## src/rtl/cdc_hs_pkg.sv

```systemverilog
// Shared types and default constants for the req/ack clock-domain-crossing
// handshake blocks (receiver now, sender later).
//   rx_state_t       : receiver FSM states
//   DATA_W_DEF       : default crossing bus width
//   SYNC_STAGES_DEF  : default synchroniser depth
//   FIFO_DEPTH_DEF   : default receive FIFO depth
package cdc_hs_pkg;

  typedef enum logic {
    RX_IDLE = 1'b0,
    RX_ACK  = 1'b1
  } rx_state_t;

  localparam int DATA_W_DEF      = 4;
  localparam int SYNC_STAGES_DEF = 2;
  localparam int FIFO_DEPTH_DEF  = 2;

endpackage

```

## src/rtl/cdc_sync_bit.sv

```systemverilog
// Single-bit multi-flop synchroniser, all flops reset to 0.
//   clk    : destination-domain clock
//   rst_n  : asynchronous active-low reset
//   d      : asynchronous input bit
//   q      : synchronised output (last flop of the chain)
module cdc_sync_bit #(
  parameter int STAGES = 2
) (
  input  logic clk,
  input  logic rst_n,
  input  logic d,
  output logic q
);

  logic [STAGES-1:0] chain;

  always_ff @(posedge clk or negedge rst_n) begin
    if (!rst_n) begin
      chain <= '0;
    end else begin
      chain <= {chain[STAGES-2:0], d};
    end
  end

  assign q = chain[STAGES-1];

endmodule

```

## src/rtl/cdc_hs_receiver.sv

```systemverilog
// Receive side of a four-phase req/ack CDC handshake in the clk_b domain.
// The request is synchronised, the sender bus is captured into a small
// show-ahead FIFO and data_ack is returned. data_ack is withheld while the
// FIFO is full so the sender is back-pressured instead of losing words.
//   clk_b      : receive-domain clock
//   rst_n      : asynchronous active-low reset
//   data_req   : request from the sender domain (asynchronous)
//   data       : sender bus, stable while the request is outstanding
//   data_ack   : registered acknowledge back to the sender
//   out_data   : FIFO head (show-ahead)
//   out_valid  : FIFO non-empty
//   out_ready  : downstream accept; pop on out_valid & out_ready
//   level      : FIFO occupancy, 0..FIFO_DEPTH
//   abort_err  : sticky, set when a held request is withdrawn uncaptured
module cdc_hs_receiver
  import cdc_hs_pkg::*;
#(
  parameter int DATA_W      = DATA_W_DEF,
  parameter int SYNC_STAGES = SYNC_STAGES_DEF,
  parameter int FIFO_DEPTH  = FIFO_DEPTH_DEF
) (
  input  logic                          clk_b,
  input  logic                          rst_n,
  input  logic                          data_req,
  input  logic [DATA_W-1:0]             data,
  output logic                          data_ack,
  output logic [DATA_W-1:0]             out_data,
  output logic                          out_valid,
  input  logic                          out_ready,
  output logic [$clog2(FIFO_DEPTH):0]   level,
  output logic                          abort_err
);

  localparam int AW = $clog2(FIFO_DEPTH);
  localparam int PW = AW + 1;

  logic              req_s;
  rx_state_t         state, state_nxt;
  logic              held_q, held_nxt;
  logic              abort_set;
  logic              push, pop, full, empty;
  logic [PW-1:0]     wr_ptr, rd_ptr;
  logic [DATA_W-1:0] mem [FIFO_DEPTH];

  cdc_sync_bit #(
    .STAGES(SYNC_STAGES)
  ) u_req_sync (
    .clk   (clk_b),
    .rst_n (rst_n),
    .d     (data_req),
    .q     (req_s)
  );

  // Pointers carry one extra wrap bit so full and empty are distinguishable.
  // full comes from registered pointers, so a pop this cycle only frees the
  // slot for the next edge.
  assign full  = (wr_ptr[AW-1:0] == rd_ptr[AW-1:0]) && (wr_ptr[AW] != rd_ptr[AW]);
  assign empty = (wr_ptr == rd_ptr);
  assign pop   = !empty && out_ready;

  // held_q remembers that req_s was seen high while full; if req_s then
  // drops before any capture the sender has abandoned the word.
  always_comb begin
    state_nxt = state;
    held_nxt  = held_q;
    push      = 1'b0;
    abort_set = 1'b0;
    case (state)
      RX_IDLE: begin
        if (req_s) begin
          if (!full) begin
            push      = 1'b1;
            held_nxt  = 1'b0;
            state_nxt = RX_ACK;
          end else begin
            held_nxt  = 1'b1;
          end
        end else if (held_q) begin
          abort_set = 1'b1;
          held_nxt  = 1'b0;
        end
      end
      RX_ACK: begin
        if (!req_s) begin
          state_nxt = RX_IDLE;
        end
      end
      default: state_nxt = RX_IDLE;
    endcase
  end

  always_ff @(posedge clk_b or negedge rst_n) begin
    if (!rst_n) begin
      state     <= RX_IDLE;
      held_q    <= 1'b0;
      abort_err <= 1'b0;
    end else begin
      state  <= state_nxt;
      held_q <= held_nxt;
      if (abort_set) begin
        abort_err <= 1'b1;
      end
    end
  end

  always_ff @(posedge clk_b or negedge rst_n) begin
    if (!rst_n) begin
      wr_ptr <= '0;
      rd_ptr <= '0;
    end else begin
      if (push) begin
        wr_ptr <= wr_ptr + PW'(1);
      end
      if (pop) begin
        rd_ptr <= rd_ptr + PW'(1);
      end
    end
  end

  // Storage is cleared on reset so out_data reads 0 out of reset.
  always_ff @(posedge clk_b or negedge rst_n) begin
    if (!rst_n) begin
      mem <= '{default: '0};
    end else if (push) begin
      mem[wr_ptr[AW-1:0]] <= data;
    end
  end

  assign data_ack  = (state == RX_ACK);
  assign out_data  = mem[rd_ptr[AW-1:0]];
  assign out_valid = !empty;
  assign level     = wr_ptr - rd_ptr;

endmodule
```

## config.mk

```make
export PLATFORM = sky130hd
export DESIGN_NAME = cdc_hs_receiver
export DESIGN_NICKNAME = d
export VERILOG_FILES = /design/src/rtl/cdc_hs_pkg.sv /design/src/rtl/cdc_sync_bit.sv /design/src/rtl/cdc_hs_receiver.sv
export SDC_FILE = /design/constraint.sdc
export NUM_CORES = 1
export LEC_CHECK = 0
export ABC_AREA = 1
export CAP_MARGIN = 5
export CORE_MARGIN = 3
export CORE_UTILIZATION = 48
export DETAILED_ROUTE_END_ITERATION = 7
export PLACE_DENSITY = 0.77
export RECOVER_POWER = 50
export SETUP_SLACK_MARGIN = 0.5
export SLEW_MARGIN = 0
export SYNTH_ARGS = -nofsm -noshare
export SYNTH_HDL_FRONTEND = slang
export SYNTH_SLANG_ARGS = --single-unit
```

## constraint.sdc

```tcl
create_clock -name clk_b -period 1.65 [get_ports clk_b]
set_clock_uncertainty 0.2 [all_clocks]
set_input_delay 0.33 -clock clk_b [delete_from_list [all_inputs] [get_ports clk_b]]
set_output_delay 0.33 -clock clk_b [all_outputs]
set_load 0.01 [all_outputs]
```

# --- Word level (Yosys, flattened, before mapping) ---
# Cells that the tools add are included.
word_totals:
  register_bits: 17
  inputBits: 8
  out_inout_bits: 9
  elab_cells: 40
classes:
  n_addsub: 3
  order_cmp: 3
  eq_ne: 3
  muxes: 16
  bitwise: 3
  reduce_logical: 4
op_table:
  columns: ["op", "count"]
  rows:
  - ["$mux W4", 4]
  - ["$mux W1", 9]
  - ["$bwmux W8", 1]
  - ["$add A2 B1 Y2 const B", 2]
  - ["$demux W4 S1", 1]
  - ["$ge A2 B2 Y1 const B", 2]
  - ["$not A1 Y2", 2]
  - ["$logic_and A1 B1 Y1", 3]
  - ["$eq A2 B2 Y1", 1]
  - ["$lt A2 B1 Y1 const B", 1]
  - ["$pmux W1 S2", 1]
  - ["$sub A2 B2 Y2", 1]
  - ["$eq A1 B1 Y1", 1]
  - ["$logic_not A1 Y1", 1]
  - ["$ne A1 B1 Y1", 1]
  - ["$not A1 Y1", 1]

# --- Depth between registers and ports, before layout ---
# Gate-level depths: netlist of run 1.
logic_depth:
  ltp_word: 6
  depth_mapped: 8
  mapped_depth_nobuf: 6

# --- Modules after synthesis ---
# From an unflattened synthesis of run 1, not the netlist that was laid out.
hier_totals:
  hier_cells: 95
  area_unflattened_um2: 815.8
by_module_without_submodules:
  columns: ["mod", "instances", "cells_per_inst", "area_each_um2", "seq_area_each_um2"]
  rows:
  - ["cdc_hs_receiver", 1, 93, 765.7, 375.4]
  - ["cdc_sync_bit", 1, 2, 50.0, 50.0]

# --- Least setup slack after synthesis of run 1 ---
# OpenSTA, ideal clock, no wires.
synth_path:
  kind: "reg2reg"
  from: "reg wr_ptr[0]"
  to: "reg wr_ptr[0]"
  t_arrival_ns: 1.203
  slack_ns: 0.125
  stages_incl_launch_ff: 9
  n_path_buf: 2
  path_cell_list: "dfrtp_1 buf_4 inv_2 ha_1 nand3_2 buf_6 nand2_4 nand2_1 nand2_1"
synth_via:
  elab_chain_len: 5
  word_cells_on_any_way: 6
synth_rtl:
  columns: ["item", "line_no", "text"]
  rows:
  - ["from (decl)", "cdc_hs_receiver.sv:42", "logic [PW-1:0] wr_ptr, rd_ptr;"]
  - ["from (signal assigned)", "cdc_hs_receiver.sv:112", "wr_ptr <= wr_ptr + PW'(1);"]
  - ["$eq A1 B1 Y1", "cdc_hs_receiver.sv:57", "assign full = (wr_ptr[AW-1:0] == rd_ptr[AW-1:0]) && (wr_ptr[AW] != rd_ptr[AW]);"]
  - ["$logic_and A1 B1 Y1", "cdc_hs_receiver.sv:57", null]
  - ["$mux W1", "cdc_hs_receiver.sv:71", "if (!full) begin"]
  - ["$mux W1", "cdc_hs_receiver.sv:70", "if (req_s) begin"]
  - ["$mux W1", "cdc_hs_receiver.sv:68", "case (state)"]
# Parallel ways exist; a longest one is shown, timed or not.
# A chain may end at the register's enable or synchronous reset.

# --- Worst setup path after layout of run 1 ---
layout_path:
  from: "reg wr_ptr[0]"
  to: "out out_valid"
layout_via:
  elab_chain_len: 2
layout_rtl:
  columns: ["item", "line_no", "text"]
  rows:
  - ["$eq A2 B2 Y1", "cdc_hs_receiver.sv:58", "assign empty = (wr_ptr == rd_ptr);"]
  - ["$logic_not A1 Y1", "cdc_hs_receiver.sv:131", "assign out_valid = !empty;"]
  - ["to (decl)", "cdc_hs_receiver.sv:28", "output logic out_valid,"]
# No other way between the ends.

==> flow_summary.yaml, run 1 <==
run_status:
  status: "finished, violations left"
  violations: "negative setup slack"
worst_setup_path:
  cp.required_ns: 1.12
  endpoint: "out_valid"
  rr_endpoint: "mem[0]"
  startpoint_type: "flop"
  crit_path_start: "wr_ptr[0]"
  critPathMaxFanout: 3
  critPathArrivalTime_ns: 1.27
  timing.rr.start: "wr_ptr[0]"
  cp-end-kind: "primary output"
  rrSetupSlack_ns: -0.10
  path_class: "reg2out"
  worstRegToRegCells: 8
cells_and_area:
  nets: 147
  most-common-layout-cells: "nand2_1 (27), buf_4 (20), dfrtp_1 (16)"
  antenna_cells: 0
  syn_to_final_growth_pct: 66.10
  multiInputGateArea_sq_um: 480.5
  regArea_sq_um: 426.7
  final_common_cell: "nand2_1"
  postLayoutCoreUtil: 0.8692
  fillers: 75
  drive_gt1_frac: 0.5255
  stdcell_area_sq_um: 1355
yosys:
  syn_nets: 104
  postSynthAreaPerCell_sq_um: 8.587
  ys.warnings.count: 0
  ys_types: 18
  synth_cells: 95
  synth_seq_area_share: 0.5215
  ys_ff_latch: 17
  netlist_area_sq_um: 815.8
floorplanning:
  start_util: 0.5233
  die_x_microns: 47.23
  boundaryPins: 17
  die_y_microns: 47.23
  core_sq_um: 1559
  die_area_sq_um: 2230
  std_cell_rows: 14
timing:
  fmax_mhz: 557.1
  relSlewSlack: 0.3851
  fin_crit_ns: 1.795
  finalSetupTns_ns: -0.9896
  finalSetupViolations: 19
  tightestPinTransition_ns: 0.9224
  setup_ws_ns: -0.1451
  hold_viol: 0
  rsz0062_at_grt: "true"
  slew_viol_final: 0
  min_period_over_period: 1.088
  whs_ns: 0.1647
clock_tree:
  cts.sinks: 17
  cts_buffers: 3
  ctsHoldBuffers: 0
  cts.reportedPaths.clkPinSlew_ns: 0.10
  clk_latency_ns: 0.29
  clock_path_buffers: 2
  cts_htree_levels: 1
  tritoncts: "done"
  cts-root-buf: "clkbuf_4"
route:
  wl_mm: 2.272
  vias_per_cell: 5.438
  dr.pass1.iters: 4
  post_drt_wl_per_cell_microns: 14.85
  routed-via-count: 832
  drt_iter0_drc: 17
  drc_errors: 0
  ant_nets: 0
global_routing:
  grt_pass1_wl_mm: 3.339
  grtUsageTotal: 0.2181
  antenna_found_initial: 0
  grt_max_degree: 18
  overflow: 0
  first_global_vias: 797
place:
  dpl-instance-area_sq_um: 1180
  place_congestion: 0.7451
  dp_hpwl_mm: 1.449
  io_buffers: 16
power_and_ir_drop:
  power_mw: 3.311
  p_per_area_nw_per_um2: 2443
  power_leakage_nw: 0.6906
  ir_drop_mv: 1.842
worst_hold_path:
  min-delay-path-class: "reg2reg"
run:
  cap_violations: 0
## final cells by class
type                    count  share of cell area
multi-input cells          67              0.3546
flip-flops and latches     17              0.3149
clock buffers               3             0.01662
inverters                   7             0.03232
well taps                  16             0.01477
repair buffers             42              0.2632
clock inverters             1            0.003693
## per-stage QoR
stage                     std cells  setup slack, ns
final                           153          -0.1451
after global routing            153          -0.1807
after CTS                       148          -0.1199
after detailed placement        140          -0.2013
after global placement          140          -0.1738
after floorplan                  95           0.2435
## kinds of logic (layout without fill, tap and decap cells)
kind of cell / after synthesis / count (layout) / share of synthesized area
AND/OR/NAND/NOR: 62 / 62 / 0.3574
buffers and inverters: 11 / 53 / 0.06748
AO/OA/AOI/OAI: 2 / 2 / 0.01687
flip-flops: 17 / 17 / 0.5215
XOR/XNOR: 2 / 2 / 0.02148
adder cells (fa/ha/maj): 1 / 1 / 0.01533
## critical path: stages, from the launching register on
cell and delay [ns]:
dfrtp_1 0.42, clkinv_4 0.08, ha_4 0.29, nand3_4 0.06, buf_6 0.12
## flip-flops by register name (all words and copies together) (netlist names)
name	flops
rd_ptr	2
held_q	1
mem	8
abort_err	1
wr_ptr	2
u_req_sync.chain	2
data_ack	1
## cell usage after synthesis
library cell / count / share of area
nand2_2: 1 / 0.0077
xor2_1: 2 / 0.021
a31o_2: 1 / 0.011
nand2_1: 43 / 0.20
buf_2: 1 / 0.0061
clkbuf_2: 1 / 0.0061
nand3_1: 5 / 0.031
inv_2: 2 / 0.0092
inv_1: 5 / 0.023
buf_6: 1 / 0.014
ha_1: 1 / 0.015
nor2_4: 1 / 0.014
buf_4: 1 / 0.0092
nand3_2: 2 / 0.025
dfrtp_1: 17 / 0.52
o21ai_1: 1 / 0.0061
nand2_4: 1 / 0.014
nand4_1: 9 / 0.069
## report_power, final
group | internal, mW | leakage [nW] | total (mW) | switching, mW
sequential | 0.605 | 0.205 | 0.770 | 0.165
combinational | 1.18 | 0.468 | 2.31 | 1.13
clock | 0.0903 | 0.0177 | 0.231 | 0.141
## worst min path at each step
stage / endpoint / cells after the start / startpoint
3_5_place_dp: u_req_sync.chain[1] / 0 / u_req_sync.chain[0]
5_1_grt: u_req_sync.chain[1] / 0 / u_req_sync.chain[0]
4_1_cts: mem[1] / 2 / rst_n
6_report: u_req_sync.chain[1] / 0 / u_req_sync.chain[0]
2_1_floorplan: abort_err / 0 / rst_n
3_3_place_gp: u_req_sync.chain[1] / 0 / u_req_sync.chain[0]
## repair_timing
item / in CTS / in global routing
pin swaps: 7 / 6
resized for setup: 54 / 11
endpoints found under the setup margin: 23 / 23
setup buffers: 4 / 5
## routing by layer
metal | wire length, microns | GRT usage | vias to the layer above
met5 | 0 | 0 | -
met4 | 95 | 0.1160 | 0
met3 | 68 | 0.03448 | 11
met2 | 1161 | 0.3690 | 17
met1 | 947 | 0.2624 | 411
li1 | - | - | 393
Power figures use the tool's default switching activity.
==> run 2, diff against run 1 <==
Clock period 1.65 ns to 1.96 ns, I/O delays scaled along.
==> run 2 against run 1 <==
  * The flow now finishes without violations
  * Die area did not move
  * Combinational power fell by 16%
  * Worst hold slack got worse by 0.0082 ns
  * Clock power fell by 17%
  * Cell area fell by 2.8%
  * Cell count rose by 1.3%
  * Non-clock buffer count rose by 2
  * Sequential power fell by 14%
  * Core utilization fell by 2.4 points
  * Critical path type unchanged
  * Largest cell class unchanged
==> flow_summary.yaml, run 2 (synthesis results as in run 1) <==
run_status:
  status: "finished, final reports clean"
timing:
  tightestPinTransition_ns: 0.9083
  finalSetupViolations: 0
  slew_viol_final: 0
  hold_viol: 0
  finalSetupTns_ns: 0
  fin_crit_ns: 1.876
  min_period_over_period: 0.9571
  whs_ns: 0.1565
  relSlewSlack: 0.3945
  fmax_mhz: 533.1
  rsz0062_at_grt: "true"
route:
  wl_mm: 2.589
  routed-via-count: 875
  post_drt_wl_per_cell_microns: 16.70
  ant_nets: 0
  drt_iter0_drc: 18
  drc_errors: 0
  dr.pass1.iters: 4
  vias_per_cell: 5.645
cells_and_area:
  most-common-layout-cells: "nand2_1 (30), buf_4 (17), dfrtp_1 (14)"
  syn_to_final_growth_pct: 61.50
  multiInputGateArea_sq_um: 446.7
  stdcell_area_sq_um: 1318
  largest_reg_flops: 8
  top_register: "mem"
  nets: 149
  fillers: 89
  regArea_sq_um: 429.2
  postLayoutCoreUtil: 0.8451
  drive_gt1_frac: 0.4964
  final_common_cell: "nand2_1"
  antenna_cells: 0
power_and_ir_drop:
  p_clk_frac: 0.069
  switchingPower_mw: 1.211
  p_per_area_nw_per_um2: 2116
  swShare: 0.4344
  ir_drop_mv: 1.246
  power_leakage_nw: 0.6739
  p_comb_frac: 0.692
  power_mw: 2.787
  seq_power_share: 0.239
  p_int_mw: 1.576
global_routing:
  first_global_vias: 816
  grt_pass1_wl_mm: 3.567
  grtUsageTotal: 0.2439
  grt_max_degree: 18
  overflow: 0
  antenna_found_initial: 0
place:
  io_buffers: 16
  dpl-instance-area_sq_um: 1035
  place_congestion: 0.7861
  dp_hpwl_mm: 1.313
clock_tree:
  clock_path_buffers: 2
  cts_htree_levels: 1
  cts.reportedPaths.clkPinSlew_ns: 0.09
  cts_buffers: 3
  cts.sinks: 17
  cts-root-buf: "clkbuf_4"
  clk_latency_ns: 0.30
  tritoncts: "done"
floorplanning:
  std_cell_rows: 14
  boundaryPins: 17
  start_util: 0.5233
  die_x_microns: 47.23
  die_y_microns: 47.23
  die_area_sq_um: 2230
  core_sq_um: 1559
worst_setup_path:
  cp_slowest_cell: "dfrtp_2"
  crit_path_start: "rd_ptr[0]"
  path_class: "reg2out"
  startpoint_type: "flop"
  critPathMaxFanout: 4
  worstRegToRegCells: 10
  timing.rr.start: "wr_ptr[0]"
  cp.required_ns: 1.37
  worst-path-buf-inv: 1
  crit_chain: "ha_4 > nand3_4 > buf_6"
  rrSetupSlack_ns: 0.10
  critPathArrivalTime_ns: 1.28
  cpLargestDelayFamily: "flip-flops"
  rr_endpoint: "mem[3]"
  max_stage_delay_ns: 0.47
  cp-end-kind: "primary output"
worst_hold_path:
  min-delay-path-class: "reg2reg"
  hold_path_startpoint: "u_req_sync.chain[0]"
  min_path_cells: 0
  min_to: "u_req_sync.chain[1]"
run:
  cap_violations: 0
-- run 2: cell count changes in the layout (fill, tap and decap cells not counted), moves of 3 or more --
| cell | before | now |
|---|---|---|
| nand2_4 | 7 | 4 |
| buf_4 | 20 | 17 |
| nand3_1 | 0 | 3 |
| nand3_2 | 3 | 0 |
| buf_2 | 4 | 7 |
| nand2_1 | 27 | 30 |
-- run 2: worst register-to-register path, cell delays in order (launching register included) --
cell and delay [ns]:
dfrtp_1 0.44, inv_4 0.06, ha_4 0.27, buf_4 0.14, buf_6 0.10, buf_6 0.11, nand3_4 0.10, buf_6 0.12
nand3_4 0.10, nand2_2 0.08, nand2_1 0.06
-- run 2: area by class of cell --
class                           count  share of cell area
Timing Repair Buffer               44              0.2764
Inverter                            7             0.02374
Clock buffer                        4             0.01994
Sequential cell                    17              0.3257
Tap cell                           16             0.01519
Multi-Input combinational cell     67              0.3390
-- run 2: stage by stage --
step                std cells  setup WS (ns)
detailed placement        129       -0.02917
global placement          129        0.03212
floorplan                  95         0.4908
CTS                       149         0.1145
finish                    155        0.08405
global route              155        0.03001
-- run 2: power groups by stage --
stage / Clock [mW] / Combinational, mW / Sequential, mW
finish: 0.191 / 1.93 / 0.666
global route: 0.209 / 2.06 / 0.673
CTS: 0.196 / 1.66 / 0.640
detailed placement: 0 / 1.17 / 0.644
global placement: 0 / 1.14 / 0.628
floorplan: 0 / 0.739 / 0.608
-- run 2: worst max path at each step --
stage / to / slack (ns) / cells past startpoint
floorplan: out_valid / 0.49 / 4
global placement: level[1] / 0.03 / 5
detailed placement: level[1] / -0.03 / 5
CTS: level[1] / 0.11 / 5
global route: mem[3] / 0.03 / 10
finish: out_valid / 0.08 / 3
-- run 2: timing repair --
item | 4_1_cts | 5_1_grt
cloned | 1 | 0
gates resized for setup | 66 | 11
buffers inserted | 15 | 6
pin swaps | 7 | 8
setup endpoints to repair | 20 | 21
hold buffers | 0 | 0
-- run 2: per-layer routing --
metal / GRT usage / vias up / share of wire
met2: 0.4171 / 31 / 0.52
met3: 0.02682 / 11 / 0.038
met5: 0 / - / 0
met4: 0.1934 / 0 / 0.049
li1: - / 397 / -
met1: 0.2697 / 436 / 0.40
